$ cat config.mk
export PLATFORM = sky130hd
export DESIGN_NAME = fpu_addsub_pipe
export DESIGN_NICKNAME = d
export VERILOG_FILES = /design/src/rtl/fpu_addsub_pipe.sv
export SDC_FILE = /design/constraint.sdc
export NUM_CORES = 1
export LEC_CHECK = 0
export ABC_AREA = 1
export CELL_PAD_IN_SITES_DETAIL_PLACEMENT = 1
export CELL_PAD_IN_SITES_GLOBAL_PLACEMENT = 1
export CORE_UTILIZATION = 41
export CTS_BUF_LIST = sky130_fd_sc_hd__clkbuf_4 sky130_fd_sc_hd__clkbuf_8
export DETAILED_ROUTE_END_ITERATION = 8
export GPL_TIMING_DRIVEN = 0
export HOLD_SLACK_MARGIN = 0.12
export PLACE_DENSITY = 0.83
export REMOVE_ABC_BUFFERS = 1
export SYNTH_ARGS = -nofsm -noshare
export SYNTH_HDL_FRONTEND = slang
export SYNTH_SLANG_ARGS = --single-unit
$ cat constraint.sdc
create_clock -name clk -period 8.7 [get_ports clk]
set_clock_uncertainty 0.2 [all_clocks]
set_input_delay 1.305 -clock clk [delete_from_list [all_inputs] [get_ports clk]]
set_output_delay 1.305 -clock clk [all_outputs]
set_load 0.01 [all_outputs]
$ cat src/rtl/fpu_addsub_pipe.sv
// fpu_addsub_pipe: handshaked, multi-cycle IEEE-style add/sub with generic EXP_W/MAN_W.
// Optional FPU_STICKY_STATUS_EN adds status_clr/status_sticky accumulated flag ports.
module fpu_addsub_pipe #(
    parameter int EXP_W = 8,
    parameter int MAN_W = 23
) (
    input  logic                   clk,
    input  logic                   rst,
    input  logic                   in_valid,
    output logic                   in_ready,
    input  logic                   op_sub,
    input  logic [EXP_W+MAN_W:0]   op_a_in,
    input  logic [EXP_W+MAN_W:0]   op_b_in,
    output logic                   out_valid,
    input  logic                   out_ready,
    output logic [EXP_W+MAN_W:0]   data_out,
    output logic [3:0]             status_out
`ifdef FPU_STICKY_STATUS_EN
    ,
    input  logic                   status_clr,
    output logic [3:0]             status_sticky
`endif
);
    localparam int W  = 1 + EXP_W + MAN_W;
    localparam int M  = MAN_W + 4;
    localparam int E  = EXP_W + 2;
    localparam int LW = $clog2(M + 1);
    localparam logic signed [E-1:0] EMAX = E'((1 << EXP_W) - 1);
    localparam logic [W-1:0] QNAN = {1'b0, {EXP_W{1'b1}}, 1'b1, {(MAN_W-1){1'b0}}};

    typedef enum logic [2:0] {S_IDLE, S_ALIGN, S_ADD, S_NORM, S_ROUND, S_DONE} state_t;
    state_t r_state, w_next;

    logic [W-1:0]          r_a, r_b, r_spec_val;
    logic [3:0]            r_spec_st;
    logic                  r_spec, r_sign, r_sub;
    logic [M-1:0]          r_ml, r_ms, r_mn;
    logic [M:0]            r_sum;
    logic signed [E-1:0]   r_exp;

    logic [EXP_W-1:0]      w_ea, w_eb;
    logic [W-2:0]          w_maga, w_magb;
    logic                  w_a_inf, w_b_inf, w_a_nan, w_b_nan, w_nan, w_swap;
    logic [W-1:0]          w_l, w_s, w_res;
    logic [M-1:0]          w_ml, w_ms_raw, w_ms;
    logic [31:0]           w_diff, w_sh;
    logic [2*M-1:0]        w_wide;
    logic [LW-1:0]         w_lz;
    logic                  w_up, w_inex, w_ovf, w_unf;
    logic [MAN_W:0]        w_rm;
    logic signed [E-1:0]   w_ef;
    logic [3:0]            w_st;

    assign in_ready  = r_state == S_IDLE;
    assign out_valid = r_state == S_DONE;

    always_comb begin
        w_next = r_state;
        if (r_state == S_IDLE)
            w_next = in_valid ? S_ALIGN : S_IDLE;
        else if (r_state == S_ALIGN)
            w_next = S_ADD;
        else if (r_state == S_ADD)
            w_next = S_NORM;
        else if (r_state == S_NORM)
            w_next = S_ROUND;
        else if (r_state == S_ROUND)
            w_next = S_DONE;
        else
            w_next = out_ready ? S_IDLE : S_DONE;
    end

    // Denormal inputs flush to zero before the magnitude compare.
    assign w_ea     = r_a[W-2:MAN_W];
    assign w_eb     = r_b[W-2:MAN_W];
    assign w_maga   = (w_ea == '0) ? '0 : r_a[W-2:0];
    assign w_magb   = (w_eb == '0) ? '0 : r_b[W-2:0];
    assign w_a_inf  = (&w_ea) && (r_a[MAN_W-1:0] == '0);
    assign w_b_inf  = (&w_eb) && (r_b[MAN_W-1:0] == '0);
    assign w_a_nan  = (&w_ea) && (r_a[MAN_W-1:0] != '0);
    assign w_b_nan  = (&w_eb) && (r_b[MAN_W-1:0] != '0);
    assign w_nan    = w_a_nan | w_b_nan | (w_a_inf & w_b_inf & (r_a[W-1] ^ r_b[W-1]));
    assign w_swap   = w_magb > w_maga;
    assign w_l      = w_swap ? {r_b[W-1], w_magb} : {r_a[W-1], w_maga};
    assign w_s      = w_swap ? {r_a[W-1], w_maga} : {r_b[W-1], w_magb};
    assign w_ml     = {|w_l[W-2:MAN_W], w_l[MAN_W-1:0], 3'b000};
    assign w_ms_raw = {|w_s[W-2:MAN_W], w_s[MAN_W-1:0], 3'b000};
    assign w_diff   = 32'(w_l[W-2:MAN_W]) - 32'(w_s[W-2:MAN_W]);
    assign w_sh     = (w_diff > 32'(M - 1)) ? 32'(M - 1) : w_diff;
    assign w_wide   = {w_ms_raw, {M{1'b0}}} >> w_sh;
    assign w_ms     = {w_wide[2*M-1:M+1], w_wide[M] | (|w_wide[M-1:0])};

    always_comb begin
        w_lz = '0;
        for (int i = 0; i < M; i++)
            if (r_sum[i]) w_lz = LW'(M - 1 - i);
    end

    // r_mn = {hidden, mantissa, guard, round, sticky}; a clear hidden bit means a zero sum.
    assign w_up   = r_mn[2] & (r_mn[3] | r_mn[1] | r_mn[0]);
    assign w_inex = |r_mn[2:0];
    assign w_rm   = {1'b0, r_mn[M-2:3]} + (MAN_W+1)'(w_up);
    assign w_ef   = r_exp + E'(w_rm[MAN_W]);
    assign w_ovf  = w_ef >= EMAX;
    assign w_unf  = w_ef[E-1] | (w_ef == '0);
    assign w_res  = r_spec ? r_spec_val :
                    !r_mn[M-1] ? {~r_sub & r_sign, {(W-1){1'b0}}} :
                    w_ovf ? {r_sign, {EXP_W{1'b1}}, {MAN_W{1'b0}}} :
                    w_unf ? {r_sign, {(W-1){1'b0}}} :
                    {r_sign, w_ef[EXP_W-1:0], w_rm[MAN_W-1:0]};
    assign w_st   = r_spec ? r_spec_st : !r_mn[M-1] ? 4'b0001 : w_ovf ? 4'b1010 :
                    w_unf ? 4'b1100 : {w_inex, 2'b00, ~w_inex};

    always_ff @(posedge clk or posedge rst) begin
        if (rst)
            r_state <= S_IDLE;
        else
            r_state <= w_next;
    end

    always_ff @(posedge clk or posedge rst) begin
        if (rst) begin
            r_a        <= '0;
            r_b        <= '0;
            r_spec     <= 1'b0;
            r_spec_val <= '0;
            r_spec_st  <= '0;
            r_sign     <= 1'b0;
            r_sub      <= 1'b0;
            r_ml       <= '0;
            r_ms       <= '0;
            r_mn       <= '0;
            r_sum      <= '0;
            r_exp      <= '0;
            data_out   <= '0;
            status_out <= '0;
        end else begin
            if (r_state == S_IDLE && in_valid) begin
                r_a <= op_a_in;
                r_b <= {op_b_in[W-1] ^ op_sub, op_b_in[W-2:0]};
            end
            if (r_state == S_ALIGN) begin
                r_spec     <= w_a_inf | w_b_inf | w_a_nan | w_b_nan;
                r_spec_val <= w_nan ? QNAN : w_a_inf ? r_a : r_b;
                r_spec_st  <= w_nan ? 4'b0000 : 4'b0001;
                r_sign     <= w_l[W-1];
                r_sub      <= w_l[W-1] ^ w_s[W-1];
                r_ml       <= w_ml;
                r_ms       <= w_ms;
                r_exp      <= {2'b00, w_l[W-2:MAN_W]};
            end
            if (r_state == S_ADD)
                r_sum <= r_sub ? {1'b0, r_ml} - {1'b0, r_ms} : {1'b0, r_ml} + {1'b0, r_ms};
            if (r_state == S_NORM) begin
                r_mn  <= r_sum[M] ? {r_sum[M:2], |r_sum[1:0]} : r_sum[M-1:0] << w_lz;
                r_exp <= r_sum[M] ? r_exp + E'(1) : r_exp - E'(w_lz);
            end
            if (r_state == S_ROUND) begin
                data_out   <= w_res;
                status_out <= w_st;
            end
        end
    end

`ifdef FPU_STICKY_STATUS_EN
    always_ff @(posedge clk or posedge rst) begin
        if (rst)
            status_sticky <= '0;
        else if (status_clr)
            status_sticky <= '0;
        else if (r_state == S_DONE && out_ready)
            status_sticky <= status_sticky | {status_out[3:1], 1'b0};
    end
`endif
endmodule

* Word-level counts from Yosys, hierarchy flattened
Index checks and enable logic that the tools add are counted.
Word-level totals: bits in latches 0, ROM bits 0, bits of input ports 69, memories kept 0, register bits 258, output and inout port bits 38, logic and storage cells 126, memory bits (writable) 0
Cells by class: bitwise operators 18, shift-type cells 2, divide/modulo/power cells 0, reduce and logical (&&, ||, !) cells 21, equality and inequality tests 5, $lt $le $gt $ge 3, $mul 0, $add $sub $neg 7, muxes and demuxes 55
Operators by type and width (number):
- 32-bit two-way mux | 7
- 5-bit two-way mux | 27
- 31-bit two-way mux | 4
- 54-bit by 32-bit >> shifter with 54-bit output | 1
- 23-bit logical NOT | 2
- 23-bit nonzero test | 2
- 32-bit by 5-bit greater-than comparator with 1-bit output (second input constant) | 1
- 31-bit greater-than comparator | 1
- 10-bit two-way mux | 3
- 27-bit by 27-bit adder with 28-bit output | 1
- 28-bit two-way mux | 1
- 27-bit by 27-bit subtractor with 28-bit output | 1
- 27-bit two-way mux | 1
- 27-bit OR reduction | 1
- 27-bit by 5-bit left shift with 27-bit output | 1
- 23-bit by 1-bit adder with 24-bit output | 1
- 3-bit two-way mux | 6
- 8-bit logical NOT | 2
- 4-bit two-way mux | 4
- 8-bit AND reduction | 2
- 8-bit OR reduction | 2
- 10-bit by 1-bit adder with 10-bit output | 1
- 10-bit by 1-bit adder with 10-bit output (second input constant) | 1
- 10-bit by 9-bit greater-or-equal comparator with 1-bit output (second input constant) | 1
- 16 further kinds | 37

* Logic depth before layout (Yosys ltp)
depth after elaboration 30, depth in mapped cells 45

* Worst setup path before layout
OpenSTA, ideal clock, no wires.
path kind reg2reg, start register r_mn[3], end register data_out[17], clock period less this slack 4.893 ns, arrival 4.616 ns, setup time 0.077 ns, buffers on the path 1, required time 8.423 ns, slack 3.807 ns, cell stages (with the launch flop) 35, path through dfrtp_1 inv_1 a21oi_1 ha_1 nand3_1 nor2_1 inv_1 nor2_1 nand4_1 nor3_1 inv_1 nor2_1 inv_1 nor2_1 nand2_1 nor2_1 inv_1 nor2_1 nand2_1 nor4_1 ha_1 ha_1 nand2_1 nor2_1 inv_1 nor2_1 nand2_1 nor3_1 xor2_1 a21boi_0 nor2_1 nor4_1 clkbuf_1 o221ai_1 a21oi_1
Between the ends: longest elaborated chain between the ends 11, elaborated cells between the ends (all ways) 12, classes of those cells 2 x add/sub; 1 x order compare; 4 x mux; 4 x bitwise; 1 x reduce/logical
Ends and longest elaborated chain:
- start: declaration | RTL line 37 | logic [M-1:0] r_ml, r_ms, r_mn;
- start signal: assignment | RTL line 155 | r_mn <= r_sum[M] ? {r_sum[M:2], |r_sum[1:0]} : r_sum[M-1:0] << w_lz;
- 1-bit OR (2 in a row) | RTL line 100 | assign w_up = r_mn[2] & (r_mn[3] | r_mn[1] | r_mn[0]);
- 1-bit bitwise AND | RTL line 100
- 23-bit by 1-bit adder with 24-bit output (*) | RTL line 102 | assign w_rm = {1'b0, r_mn[M-2:3]} + (MAN_W+1)'(w_up);
- parallel branches: the longest is 4 deep, another holds 10-bit by 1-bit adder with 10-bit output
- 31-bit two-way mux (*) | RTL line 108 | w_ovf ? {r_sign, {EXP_W{1'b1}}, {MAN_W{1'b0}}} :
- 32-bit two-way mux (*) | RTL line 107 | !r_mn[M-1] ? {~r_sub & r_sign, {(W-1){1'b0}}} :
- 32-bit two-way mux (*) | RTL line 106 | assign w_res = r_spec ? r_spec_val :
- end signal: assignment | RTL line 159 | data_out <= w_res;
- end: declaration | RTL line 16 | output logic [EXP_W+MAN_W:0] data_out,
Every way passes the cells marked *. A chain may end at the register's enable or synchronous reset.

* Final worst setup path
start register r_a[28], end register r_ms[0]
Between the ends: longest elaborated chain between the ends 10, elaborated cells between the ends (all ways) 12, classes of those cells 1 x add/sub; 2 x order compare; 1 x shift; 4 x mux; 1 x bitwise; 3 x reduce/logical
Ends and longest elaborated chain:
- start: declaration | RTL line 34 | logic [W-1:0] r_a, r_b, r_spec_val;
- start signal: assignment | RTL line 139 | r_a <= op_a_in;
- 8-bit logical NOT | RTL line 76 | assign w_maga = (w_ea == '0) ? '0 : r_a[W-2:0];
- 31-bit two-way mux (*) | RTL line 76
- 31-bit greater-than comparator | RTL line 83 | assign w_swap = w_magb > w_maga;
- 32-bit two-way mux, on equally long branches | RTL line 84, 85
- 8-bit by 8-bit subtractor with 9-bit output | RTL line 88 | assign w_diff = 32'(w_l[W-2:MAN_W]) - 32'(w_s[W-2:MAN_W]);
- 32-bit by 5-bit greater-than comparator with 1-bit output | RTL line 89 | assign w_sh = (w_diff > 32'(M - 1)) ? 32'(M - 1) : w_diff;
- 32-bit two-way mux | RTL line 89
- 54-bit by 32-bit >> shifter with 54-bit output (*) | RTL line 90 | assign w_wide = {w_ms_raw, {M{1'b0}}} >> w_sh;
- 27-bit OR reduction | RTL line 91 | assign w_ms = {w_wide[2*M-1:M+1], w_wide[M] | (|w_wide[M-1:0])};
- 1-bit OR (*) | RTL line 91
- end signal: assignment | RTL line 149 | r_ms <= w_ms;
- end: declaration | RTL line 37
Every way passes the cells marked *; elsewhere a longest branch is shown, timed or not.

==> reports/summary.txt <==
status = complete, no violations
vias in the first global route = 19700
post-synth top area cell = dfrtp_1
Final Instance Area = 21100 um^2
vias per cell = 5.73
Die W = 215 um
Max stage delay on crit path = 570 ps
critical path class = reg2reg
Yosys top cell area share = 34.4%
setup TNS = 0 ps
mux contribution to synthesized area = 0.162%
Routed Antenna Nets = 0
total I/O pin count = 107
worst hold margin = 285 ps
Post-synth EDFFs = 0
global-route wire length before repair = 111 mm
post-synthesis adder-cell area fraction = 6.70%
most frequent cells after synthesis = 747 x nand2_1, 317 x inv_1, 289 x nand3_1, 255 x dfrtp_1, 247 x o21ai_0
row cnt = 77
sequential area share after synthesis = 34.4%
unrepaired setup endpoints after global routing = no
Tmin final = 7930 ps
First-pass DRT Iterations = 5
Slew Limit Fails = 0
DR iter-0 viols = 1477
Hold Crit Class = reg2reg
DP Cell Count = 3299
DRC errors left = 0
Synth Area in Compound Gates = 16.5%
fin nets = 2927
Worst EP arrival = 8260 ps
Die ar. = 46100 um^2
Core Area = 44400 um^2
GRT Total Usage = 30.4%
post-CTS setup buffer count = 0
final hold vios = 0
Clock Tree Root = clkbuf_8
largest net degree at the start of global routing = 105
synth top area cells = dfrtp_1 34%, nand2_1 15%, nand3_1 7.8%
Non-Filler Instances = 3390
relative slew slack = 4.70%
Max Cap Violations = 0
FF+latch count, synth = 255
synthesized instance count = 2723
CP endpoint kind = flop
H-Tree Depth = 2
XOR/XNOR Fraction of Synth Area = 1.70%
total wire length = 70.4 mm
worst path required time = 9030 ps
mapped cell area = 18500 um^2
Final HPWL DP = 52.5 mm
Initial Util = 41.7%
final period utilization = 91.2%
Num Clock Sinks = 255
Yosys cell types = 57
worst slew pin tran = 1430 ps
Clock Path Buffers = 3
CP Buf/Inv Count = 4
Final setup viols = 0
P&R area growth vs syn = 14.0%
Startpoint Class = flop
FFs w/ async S/R, synth = 100%
Crit path top cell by count = nand2_1
Crit-path slowest cell = nand2_2
GRT Residual Overflow = 0
Simple-Gate Fraction of Synth Area = 30.7%
Die Ht = 215 um
I/O Buffers = 106
Ys Warns = 0
GP Congestion = 0.946
layout cells sized above 1 = 5.58%
Avg WL per Cell = 20.8 um
routed vias = 19400
CP Max Fanout = 62
syn_area_per_cell = 6.81 um^2
highest clock rate = 0.126 GHz
prevailing post-synth register cell = dfrtp_1
dominant delay contributor by cell family on the critical path = simple AND/OR/NAND/NOR gates
CTS tree = done
worst skew pair latency = 680 ps
Clock transition at path regs = 70 ps
main combinational cell family by area after synthesis = simple AND/OR/NAND/NOR gates
CTS buffer count = 48
most frequent cell after synthesis = nand2_1
Post-DP Area = 20000 um^2
initial antenna violation count = 0
[logic make-up (layout without fill, tap and decap cells)]
| kind of cell | after synthesis | in the layout |
|---|---|---|
| compound gates | 538 | 538 |
| xor+xnor | 36 | 36 |
| fa+ha+maj | 98 | 98 |
| buf+inv | 461 | 535 |
| flops | 255 | 255 |
| mux | 3 | 3 |
| other cells | 0 | 1 |
| simple gates | 1332 | 1332 |
[worst min-delay path, stage by stage (launching register included)]
cell,delay [ps]
dfrtp_1,350
nand2_1,50
o21ai_0,50
[registers in the layout, summed over array words and instances, names as in the netlist]
name,flops
data_out,32
r_a,32
r_b,32
r_exp,10
r_ml,24
r_mn,27
r_ms,27
r_sign,1
r_spec,1
r_spec_st,1
r_spec_val,32
r_state,3
r_sub,1
r_sum,28
status_out,4
[through the flow]
| stage | setup WS, ps | util, % |
|---|---|---|
| finish | 767 | 47.6 |
| global route | 45.7 | 47.6 |
| CTS | 106 | 47.4 |
| detailed placement | 221 | 45.0 |
| global placement | -3020 | 44.5 |
| floorplan | 182 | - |
[cells in the final DEF (no fill, tap or decap), types with 21 or more instances in the layout]
cell	count
o21ai_0	247
xor2_1	34
clkdlybuf4s50_1	106
nand4_1	34
nand2_1	747
nor2_1	182
clkbuf_8	63
a21oi_1	163
dfrtp_1	255
inv_1	313
a32o_1	21
nand3_1	287
ha_1	96
[worst paths after layout]
path	start	endpoint	slack [ps]	cells past startpoint
setup / recovery	r_a[28]	r_ms[0]	770	35
hold / removal	data_out[13]	data_out[13]	280	2
setup reg to reg	r_a[28]	r_ms[0]	770	35
hold reg to reg	data_out[13]	data_out[13]	280	2
max in group asynchronous	rst	r_ml[13]	6510	3
min in group asynchronous	rst	data_out[26]	860	2
[cell type report]
cell class              instances  area (um^2)
fillers                      5701        23300
clock buffers                  76          965
inverters                     328         1250
multi-input cells            2007        10400
well taps                     592          741
flip-flops and latches        255         6380
repair buffers                120         1300
clock inverters                11         98.8
diodes                          1         2.50
[what timing repair did]
| action | in CTS | in global routing |
|---|---|---|
| endpoints found under the setup margin | 0 | 1 |
| hold buffers | 0 | 0 |
| gates resized for setup | 0 | 2 |
[metal layers]
layer  track usage, %  routed length (um)  vias up
li1                 -                   -     9099
met1             40.1               31000     9614
met2             50.5               33000      562
met3             3.79                3440      150
met4             11.8                2900        0
met5                0                   0        -
Power is left out: the tool's default activity adds up to more than one toggle a clock period on the data nets, which glitch-free logic cannot reach.
